`src/rtl/decoder_pkg.sv`:
```
// Shared types and helpers for the sequenced N-to-2^N decoder.
package decoder_pkg;

   localparam int DEC_IN_W  = 5;
   localparam int DEC_OUT_W = 2 ** DEC_IN_W;

   typedef enum logic {S_IDLE, S_SWEEP} dec_state_t;

   function automatic logic [DEC_OUT_W-1:0] onehot(input logic [DEC_IN_W-1:0] idx);
      return DEC_OUT_W'(1) << idx;
   endfunction

endpackage

```
`src/rtl/decoder_nx2n.sv`:
```
// Combinational index-to-one-hot decoder with enable and an optional
// masked index that never asserts its output bit.
module decoder_nx2n
   import decoder_pkg::*;
#(
   parameter int IN_W     = DEC_IN_W,
   parameter bit MASK_EN  = 1'b0,
   parameter int MASK_IDX = 2 ** IN_W - 1
) (
   input  logic [IN_W-1:0]      idx,
   input  logic                 en,
   output logic [2**IN_W-1:0]   onehot_out
);

   localparam int OUT_W = 2 ** IN_W;
   localparam logic [IN_W-1:0] MASK_IDX_W = IN_W'(MASK_IDX);

   logic [OUT_W-1:0] raw;
   logic             masked;

   generate
      if (IN_W == DEC_IN_W) begin : g_pkg_width
         assign raw = onehot(idx);
      end else begin : g_any_width
         assign raw = {{(OUT_W-1){1'b0}}, 1'b1} << idx;
      end
   endgenerate

   assign masked     = MASK_EN && (idx == MASK_IDX_W);
   assign onehot_out = (en && !masked) ? raw : '0;

endmodule

```
`src/rtl/decoder_seq_nx2n.sv`:
```
// Registered N-to-2^N write-enable decoder with request handshake and a
// power-up sweep mode. Define DECODER_ZERO_REG_MASK_EN to mask index ZERO_IDX.
module decoder_seq_nx2n
   import decoder_pkg::*;
#(
   parameter int IN_W     = DEC_IN_W,
   parameter int ZERO_IDX = 2 ** IN_W - 1
) (
   input  logic                 clk,
   input  logic                 reset_n,
   input  logic [IN_W-1:0]      in_idx,
   input  logic                 in_en,
   input  logic                 in_valid,
   output logic                 in_ready,
   input  logic                 sweep_start,
   output logic                 sweep_busy,
   output logic                 sweep_done,
   output logic [2**IN_W-1:0]   out,
   output logic                 out_valid
);

   localparam int OUT_W = 2 ** IN_W;
`ifdef DECODER_ZERO_REG_MASK_EN
   localparam bit MASK_EN = 1'b1;
`else
   localparam bit MASK_EN = 1'b0;
`endif
   localparam logic [IN_W:0] CNT_ONE  = (IN_W+1)'(1);
   localparam logic [IN_W:0] CNT_LAST = (IN_W+1)'(OUT_W - 1);
   localparam logic [IN_W:0] CNT_END  = (IN_W+1)'(OUT_W);

   dec_state_t       state_q, state_d;
   logic [IN_W:0]    cnt_q, cnt_d;
   logic [OUT_W-1:0] out_q, out_d;
   logic             out_valid_q, out_valid_d;
   logic             sweep_done_q, sweep_done_d;
   logic [IN_W-1:0]  dec_idx;
   logic             dec_en;
   logic [OUT_W-1:0] dec_out;

   decoder_nx2n #(
      .IN_W     (IN_W),
      .MASK_EN  (MASK_EN),
      .MASK_IDX (ZERO_IDX)
   ) u_dec (
      .idx        (dec_idx),
      .en         (dec_en),
      .onehot_out (dec_out)
   );

   assign in_ready   = (state_q == S_IDLE) && !sweep_start;
   assign sweep_busy = (state_q == S_SWEEP);

   always_comb begin
      state_d      = state_q;
      cnt_d        = cnt_q;
      sweep_done_d = 1'b0;
      dec_idx      = in_idx;
      dec_en       = 1'b0;
      case (state_q)
         S_IDLE: begin
            if (sweep_start) begin
               dec_idx = '0;
               dec_en  = 1'b1;
               cnt_d   = CNT_ONE;
               state_d = S_SWEEP;
            end else if (in_valid && in_en) begin
               dec_en = 1'b1;
            end
         end
         S_SWEEP: begin
            // The counter runs one past the last index so the return-to-idle
            // edge can be recognised without an extra state.
            if (cnt_q == CNT_END) begin
               state_d = S_IDLE;
               cnt_d   = '0;
            end else begin
               dec_idx      = cnt_q[IN_W-1:0];
               dec_en       = 1'b1;
               cnt_d        = cnt_q + CNT_ONE;
               sweep_done_d = (cnt_q == CNT_LAST);
            end
         end
         default: state_d = S_IDLE;
      endcase
      out_d       = dec_out;
      out_valid_d = |dec_out;
   end

   always_ff @(posedge clk or negedge reset_n) begin
      if (!reset_n) begin
         state_q      <= S_IDLE;
         cnt_q        <= '0;
         out_q        <= '0;
         out_valid_q  <= 1'b0;
         sweep_done_q <= 1'b0;
      end else begin
         state_q      <= state_d;
         cnt_q        <= cnt_d;
         out_q        <= out_d;
         out_valid_q  <= out_valid_d;
         sweep_done_q <= sweep_done_d;
      end
   end

   assign out        = out_q;
   assign out_valid  = out_valid_q;
   assign sweep_done = sweep_done_q;

endmodule

```
`config.mk`:
```
export PLATFORM = sky130hd
export DESIGN_NAME = decoder_seq_nx2n
export DESIGN_NICKNAME = d
export VERILOG_FILES = /design/src/rtl/decoder_pkg.sv /design/src/rtl/decoder_nx2n.sv /design/src/rtl/decoder_seq_nx2n.sv
export SDC_FILE = /design/constraint.sdc
export NUM_CORES = 1
export LEC_CHECK = 0
export BUFFER_PORTS_ARGS = -buffer_cell sky130_fd_sc_hd__buf_4
export CORE_AREA = 2 2 64 78
export DETAILED_ROUTE_END_ITERATION = 7
export DIE_AREA = 0 0 66 80
export PLACE_DENSITY = 0.63
export REMOVE_ABC_BUFFERS = 1
export SLEW_MARGIN = 10
export SYNTH_ARGS = -nofsm -noshare
export SYNTH_HDL_FRONTEND = slang
export SYNTH_SLANG_ARGS = --single-unit
```
`constraint.sdc`:
```
create_clock -name clk -period 6.3 [get_ports clk]
set_clock_uncertainty 0.1 [all_clocks]
set_input_delay 0.63 -clock clk [delete_from_list [all_inputs] [get_ports clk]]
set_output_delay 0.63 -clock clk [all_outputs]
set_load 0.02 [all_outputs]
```
==> results of run 1 <==
## worst register-to-register path, delay by kind of cell (launching register included)
kind / cells / cell delay (ns)
AND/OR/NAND/NOR: 4 / 1.51
buffers and inverters: 1 / 0.09
flip-flops: 1 / 0.73
## through the flow
stage / area [µm²] / hold WS (ns) / util [%]
CTS: 2180 / 0.221 / 48.1
global placement: 2070 / 0.429 / 45.8
finish: 2180 / 0.210 / 48.1
floorplan: 1660 / 0.234 / -
detailed placement: 2070 / 0.441 / 45.8
global route: 2180 / 0.247 / 48.1
## layout make-up
type                    instances  area (µm²)
well taps                      58        72.6
clock inverters                 2        35.0
flip-flops and latches         41        1030
inverters                       7        26.3
repair buffers                 45         338
fillers                       429        2350
clock buffers                   5        68.8
multi-input cells              96         611
## cells by family after synthesis
family / count (synthesis)
simple gates: 65
compound gates: 28
mux: 1
flops: 41
buf+inv: 19
fa+ha+maj: 2
## state kept, by name, summed over array words and instances (netlist names)
name	flops
cnt_q	6
out	32
sweep_busy	1
out_valid	1
sweep_done	1
## worst max path at each step
stage	start	to	slack (ns)
after floorplan	sweep_busy$_DFF_PN0_	out[1]$_DFF_PN0_	4.01
after global placement	sweep_busy$_DFF_PN0_	out[5]$_DFF_PN0_	3.89
after detailed placement	sweep_busy$_DFF_PN0_	out[5]$_DFF_PN0_	3.82
after CTS	sweep_busy$_DFF_PN0_	out[0]$_DFF_PN0_	3.75
after global routing	sweep_busy$_DFF_PN0_	out[4]$_DFF_PN0_	3.55
final	sweep_busy$_DFF_PN0_	out[0]$_DFF_PN0_	3.78
## cell usage after synthesis (all sizes together)
cell type  instances  area share [%]
nor2               3            0.65
inv                7             1.5
dfrtp             41              59
nor4bb             2             1.2
a21boi             1            0.65
or3                1            0.36
and2               1            0.36
nand2b             2            0.72
a21oi              6             1.7
nand2              8             1.7
o2bb2ai            1            0.50
nand3              3            0.86
o21ai              3            0.86
o31ai              1            0.43
o2111ai            2             1.0
a22o               1            0.50
a21o               2            0.86
and4               1            0.65
or2                1            0.36
a22oi              1            0.72
and3               1            0.36
a221oi             1            0.50
a31o               1            0.50
ha                 2             1.4
o211ai             2            0.86
buf                6             3.0
a41oi              2             1.0
and3b              2             1.0
a221o              1            0.58
nor4               8             2.9
a31oi              3             1.1
clkbuf             6             1.3
nand4              2            0.72
nand3b             2            0.86
nor3b              2            0.86
mux2i              1            0.58
nor3              26             7.8
## power breakdown
group          switching, mW  leakage (nW)  internal (mW)  total (mW)
Clock                 0.0800        0.0540          0.115       0.195
Combinational          0.293         0.471          0.158       0.451
Sequential            0.0545         0.546          0.327       0.382
Total                  0.428          1.07          0.600        1.03
## routing by layer
| layer | routed length, µm | track usage [%] |
|---|---|---|
| met3 | 253 | 4.51 |
| met2 | 1770 | 25.4 |
| met1 | 1560 | 18.5 |
| met5 | 0 | 0 |
| met4 | 45 | 4.49 |
==> reports/results.tsv, run 1 <==
metric	value	unit
status	finished, final reports clean	
finalWorstSetupSlack	3.78	ns
place_inst	247	
drtAntennaViolNets	0	
drive_gt1_share	29.6	%
antenna_found_initial	0	
synth_top_family_by_area	simple AND/OR/NAND/NOR gates	
end_kind	flip-flop	
drc_errors	0	
ctsResizeCount	0	
cts_buffers	5	
synthSimpleGateAreaFrac	21.3	%
drt_wl_total	3630	µm
final_cell_mix	buf_4 (45), dfrtp_1 (41), nor3_1 (25)	
cp.depth	5	
critical_path_required	6.37	ns
crit_chain	or2_1, inv_2, and2_1, or3_1, nor4_1	
viasPerCell	5.24	
crit_family	simple AND/OR/NAND/NOR gates	
vdd_drop_max	0.000211	V
fin_tns_setup	0	ns
r2r_end	out[0]$_DFF_PN0_	
setup_viol	0	
synth_cell_types	41	
die_x	66	µm
hold_viol	0	
worstSetupPathType	flip-flop to flip-flop	
place_ws	3.82	ns
slew_violations	0	
clock_latency	0.28	ns
final_common_cell	buf_4	
power_density	472	nW/µm²
fin_cells	254	
rsz0062_at_grt	no	
cp.buffers_inverters	1	
area_delta_synth_final	25.4	%
synthXorXnorAreaFrac	0	%
total_leakage_power	1.07	nW
hold_path.class	input pin to async pin	
io-pin-count	46	
wl_per_cell	14.3	µm
yosysWarnings	0	
period_minus_slack	2.52	ns
hpwl	2700	µm
cts_hold_buf	0	
n_antenna_cell	0	
rrSetupSlack	3.78	ns
critPathLaunchType	flip-flop	
core	4530	µm²
grt_pass1_wl	6010	µm
total_power	1.03	mW
grt_max_degree	42	
crit_slowest_cell	dfrtp_1	
synth-adder-area-share	1.44	%
first_iter_violations	80	
cts_setup_buffers	0	
cts_tree	done	
maxCapViolCount	0	
synth.area.mux_share	0.576	%
cts_buffer_depth	2	
num_vias	1331	
nets	208	
avgSynthCellArea	11.1	µm²
dr.pass1.iters	4	
grt_usage	15.0	%
first_global_vias	1240	
floorplan.rows	27	
syn_area	1740	µm²
fmax	396	MHz
cts_root_buf	clkbuf_8	
ys_seq_area_share	59.1	%
reg2reg_from	sweep_busy$_DFF_PN0_	
netlist_instances	156	
clkTransAtPathRegs	0.07	ns
synth_compound_area_share	11.8	%
max_slew.worst_pin.slew	0.959	ns
critical_path_arrival	2.60	ns
period_share	40.1	%
htree_levels	2	
initial_core_util	38.4	%
relSlewSlack	35.7	%
die_h	80	µm
reg2reg_depth	5	
cp_max_fo	23	
die_area	5280	µm²
finalWeightedCongestion	0.799	
overflow	0	
clock-sinks	41	
ys_seq_elements	41	
max_stage_delay	0.73	ns
io_buffers	45	
(Power assumes the default switching activity.)
==> inputs of run 2 (changes only) <==
==> constraint.sdc (replaced) <==
create_clock -name clk -period 2.45 [get_ports clk]
set_clock_uncertainty 0.1 [all_clocks]
set_input_delay 0.245 -clock clk [delete_from_list [all_inputs] [get_ports clk]]
set_output_delay 0.245 -clock clk [all_outputs]
set_load 0.02 [all_outputs]
==> reports/results.tsv, run 2 (synthesis gave the netlist of run 1 again) <==
metric	value	unit	change
place_ws	0.144	ns	was 3.82 ns
viasPerCell	5.33		was 5.24
power_density	1250	nW/µm²	was 472 nW/µm²
cts_buffer_depth	2		unchanged
comb_power_share	45.8	%	was 43.9%
fmax	454	MHz	was 396 MHz
floorplan.rows	27		unchanged
end_kind	flip-flop		unchanged
period_share	89.8	%	was 40.1%
antenna_found_initial	0		unchanged
swShare	40.8	%	was 41.6%
slew_violations	0		unchanged
initial_core_util	38.4	%	unchanged
die_x	66	µm	unchanged
clkPwrFrac	19.7	%	was 19.0%
critical_path_required	2.54	ns	was 6.37 ns
drc_errors	0		unchanged
met1_usage	20.0	%	was 18.5%
overflow	0		unchanged
hold_viol	0		unchanged
final_cell_mix	buf_4 (49), dfrtp_1 (41), nor3_1 (25)		was buf_4 (45), dfrtp_1 (41), nor3_1 (25)
multi_input_area	623	µm²	was 611 µm²
first_global_vias	1332		was 1240
io-pin-count	46		unchanged
clock_latency	0.29	ns	was 0.28 ns
vdd_drop_max	0.000676	V	was 0.000211 V
cts_tree	done		unchanged
status	finished, final reports clean		unchanged
setup_viol	0		unchanged
nets	214		was 208
die_area	5280	µm²	unchanged
num_vias	1390		was 1331
grt_max_degree	42		unchanged
grt_use_met3	3.53	%	was 4.51%
period_minus_slack	2.20	ns	was 2.52 ns
fillers	446		was 429
max_slew.worst_pin.slew	0.556	ns	was 0.959 ns
hold_path.class	input pin to flip-flop		was input pin to async pin
critPathLaunchType	flip-flop		unchanged
final_common_cell	buf_4		unchanged
cts_buffers	5		unchanged
wl_per_cell	14.7	µm	was 14.3 µm
cp_max_fo	16		was 23
grt_pass1_wl	6250	µm	was 6010 µm
core	4530	µm²	unchanged
drt_wl_total	3840	µm	was 3630 µm
finalWorstSetupSlack	0.249	ns	was 3.78 ns
maxCapViolCount	0		unchanged
worstSetupPathType	flip-flop to flip-flop		unchanged
area_delta_synth_final	30.5	%	was 25.4%
busiest_layer	met2		unchanged
p_seq_share	34.5	%	was 37.1%
cts_root_buf	clkbuf_8		unchanged
io_buffers	45		unchanged
htree_levels	2		unchanged
fin_tns_setup	0	ns	unchanged
grt_usage	15.6	%	was 15.0%
intPower	1.68	mW	was 0.600 mW
clock-sinks	41		unchanged
hpwl	2750	µm	was 2700 µm
n_antenna_cell	0		unchanged
rsz0062_at_grt	no		unchanged
die_h	80	µm	unchanged
seqCellArea	1030	µm²	unchanged
p_sw	1.15	mW	was 0.428 mW
largest_register_ffs	32		unchanged
clkTransAtPathRegs	0.08	ns	was 0.07 ns
critical_path_arrival	2.29	ns	was 2.60 ns
total_leakage_power	1.12	nW	was 1.07 nW
finalWeightedCongestion	0.875		was 0.799
drive_gt1_share	32.0	%	was 29.6%
drtAntennaViolNets	0		unchanged
relSlewSlack	62.6	%	was 35.7%
first_iter_violations	67		was 80
dr.pass1.iters	4		unchanged
grt_use_met2	25.2	%	was 25.4%
-- run 2: per-stage QoR --
stage	hold slack, ns	cells	util (%)	power [mW]	instance area, µm²
global placement	0.147	251	46.5	2.17	2100
global route	0.186	261	50.1	3.02	2270
CTS	0.157	260	49.3	2.78	2230
floorplan	-0.151	144	-	1.74	1660
finish	0.171	261	50.1	2.83	2270
detailed placement	0.149	251	46.5	2.21	2100
-- run 2: path summary, 6_finish.rpt --
path                                         to  depth (start not counted)  slack [ns]            startpoint
min in group asynchronous      out[2]$_DFF_PN0_                          2        0.36               reset_n
hold reg to reg            sweep_done$_DFF_PN0_                          1        0.47  cnt_q[5]$_DFFE_PN0N_
setup reg to reg               out[1]$_DFF_PN0_                          6        0.25  cnt_q[0]$_DFFE_PN0N_
setup / recovery               out[1]$_DFF_PN0_                          6        0.25  cnt_q[0]$_DFFE_PN0N_
max in group asynchronous     out[14]$_DFF_PN0_                          2        1.54               reset_n
hold / removal             cnt_q[0]$_DFFE_PN0N_                          3        0.17           sweep_start
-- run 2: repair_timing --
item	4_1_cts	5_1_grt
hold endpoints to repair	41	0
setup endpoints to repair	0	10
hold buffers	1	0
resized for setup	0	2
setup buffers	0	1
-- run 2: layout make-up --
type | instances | share of cell area, %
flip-flops and latches | 41 | 45.3
multi-input cells | 96 | 27.5
repair buffers | 51 | 17.6
clock buffers | 6 | 3.64
well taps | 58 | 3.20
clock inverters | 2 | 1.66
inverters | 7 | 1.16
-- run 2: routing by layer --
| layer | vias to the layer above | routed length (µm) |
|---|---|---|
| li1 | 661 | - |
| met1 | 671 | 1630 |
| met2 | 54 | 1920 |
| met3 | 4 | 250 |
| met4 | 0 | 39 |
| met5 | - | 0 |
-- run 2: power groups by stage --
stage	logic, mW	clock network (mW)	registers (mW)
after floorplan	0.627	0	1.11
after global placement	1.19	0	0.981
final	1.30	0.557	0.976
after CTS	1.23	0.572	0.973
after global routing	1.43	0.600	0.995
after detailed placement	1.22	0	0.987
-- run 2: worst max-delay path: stages (launching register included) --
cell	delay, ns
dfrtp_1	0.44
inv_1	0.09
ha_1	0.22
and3b_1	0.27
and4_4	0.22
or3_4	0.46
nor4_1	0.30
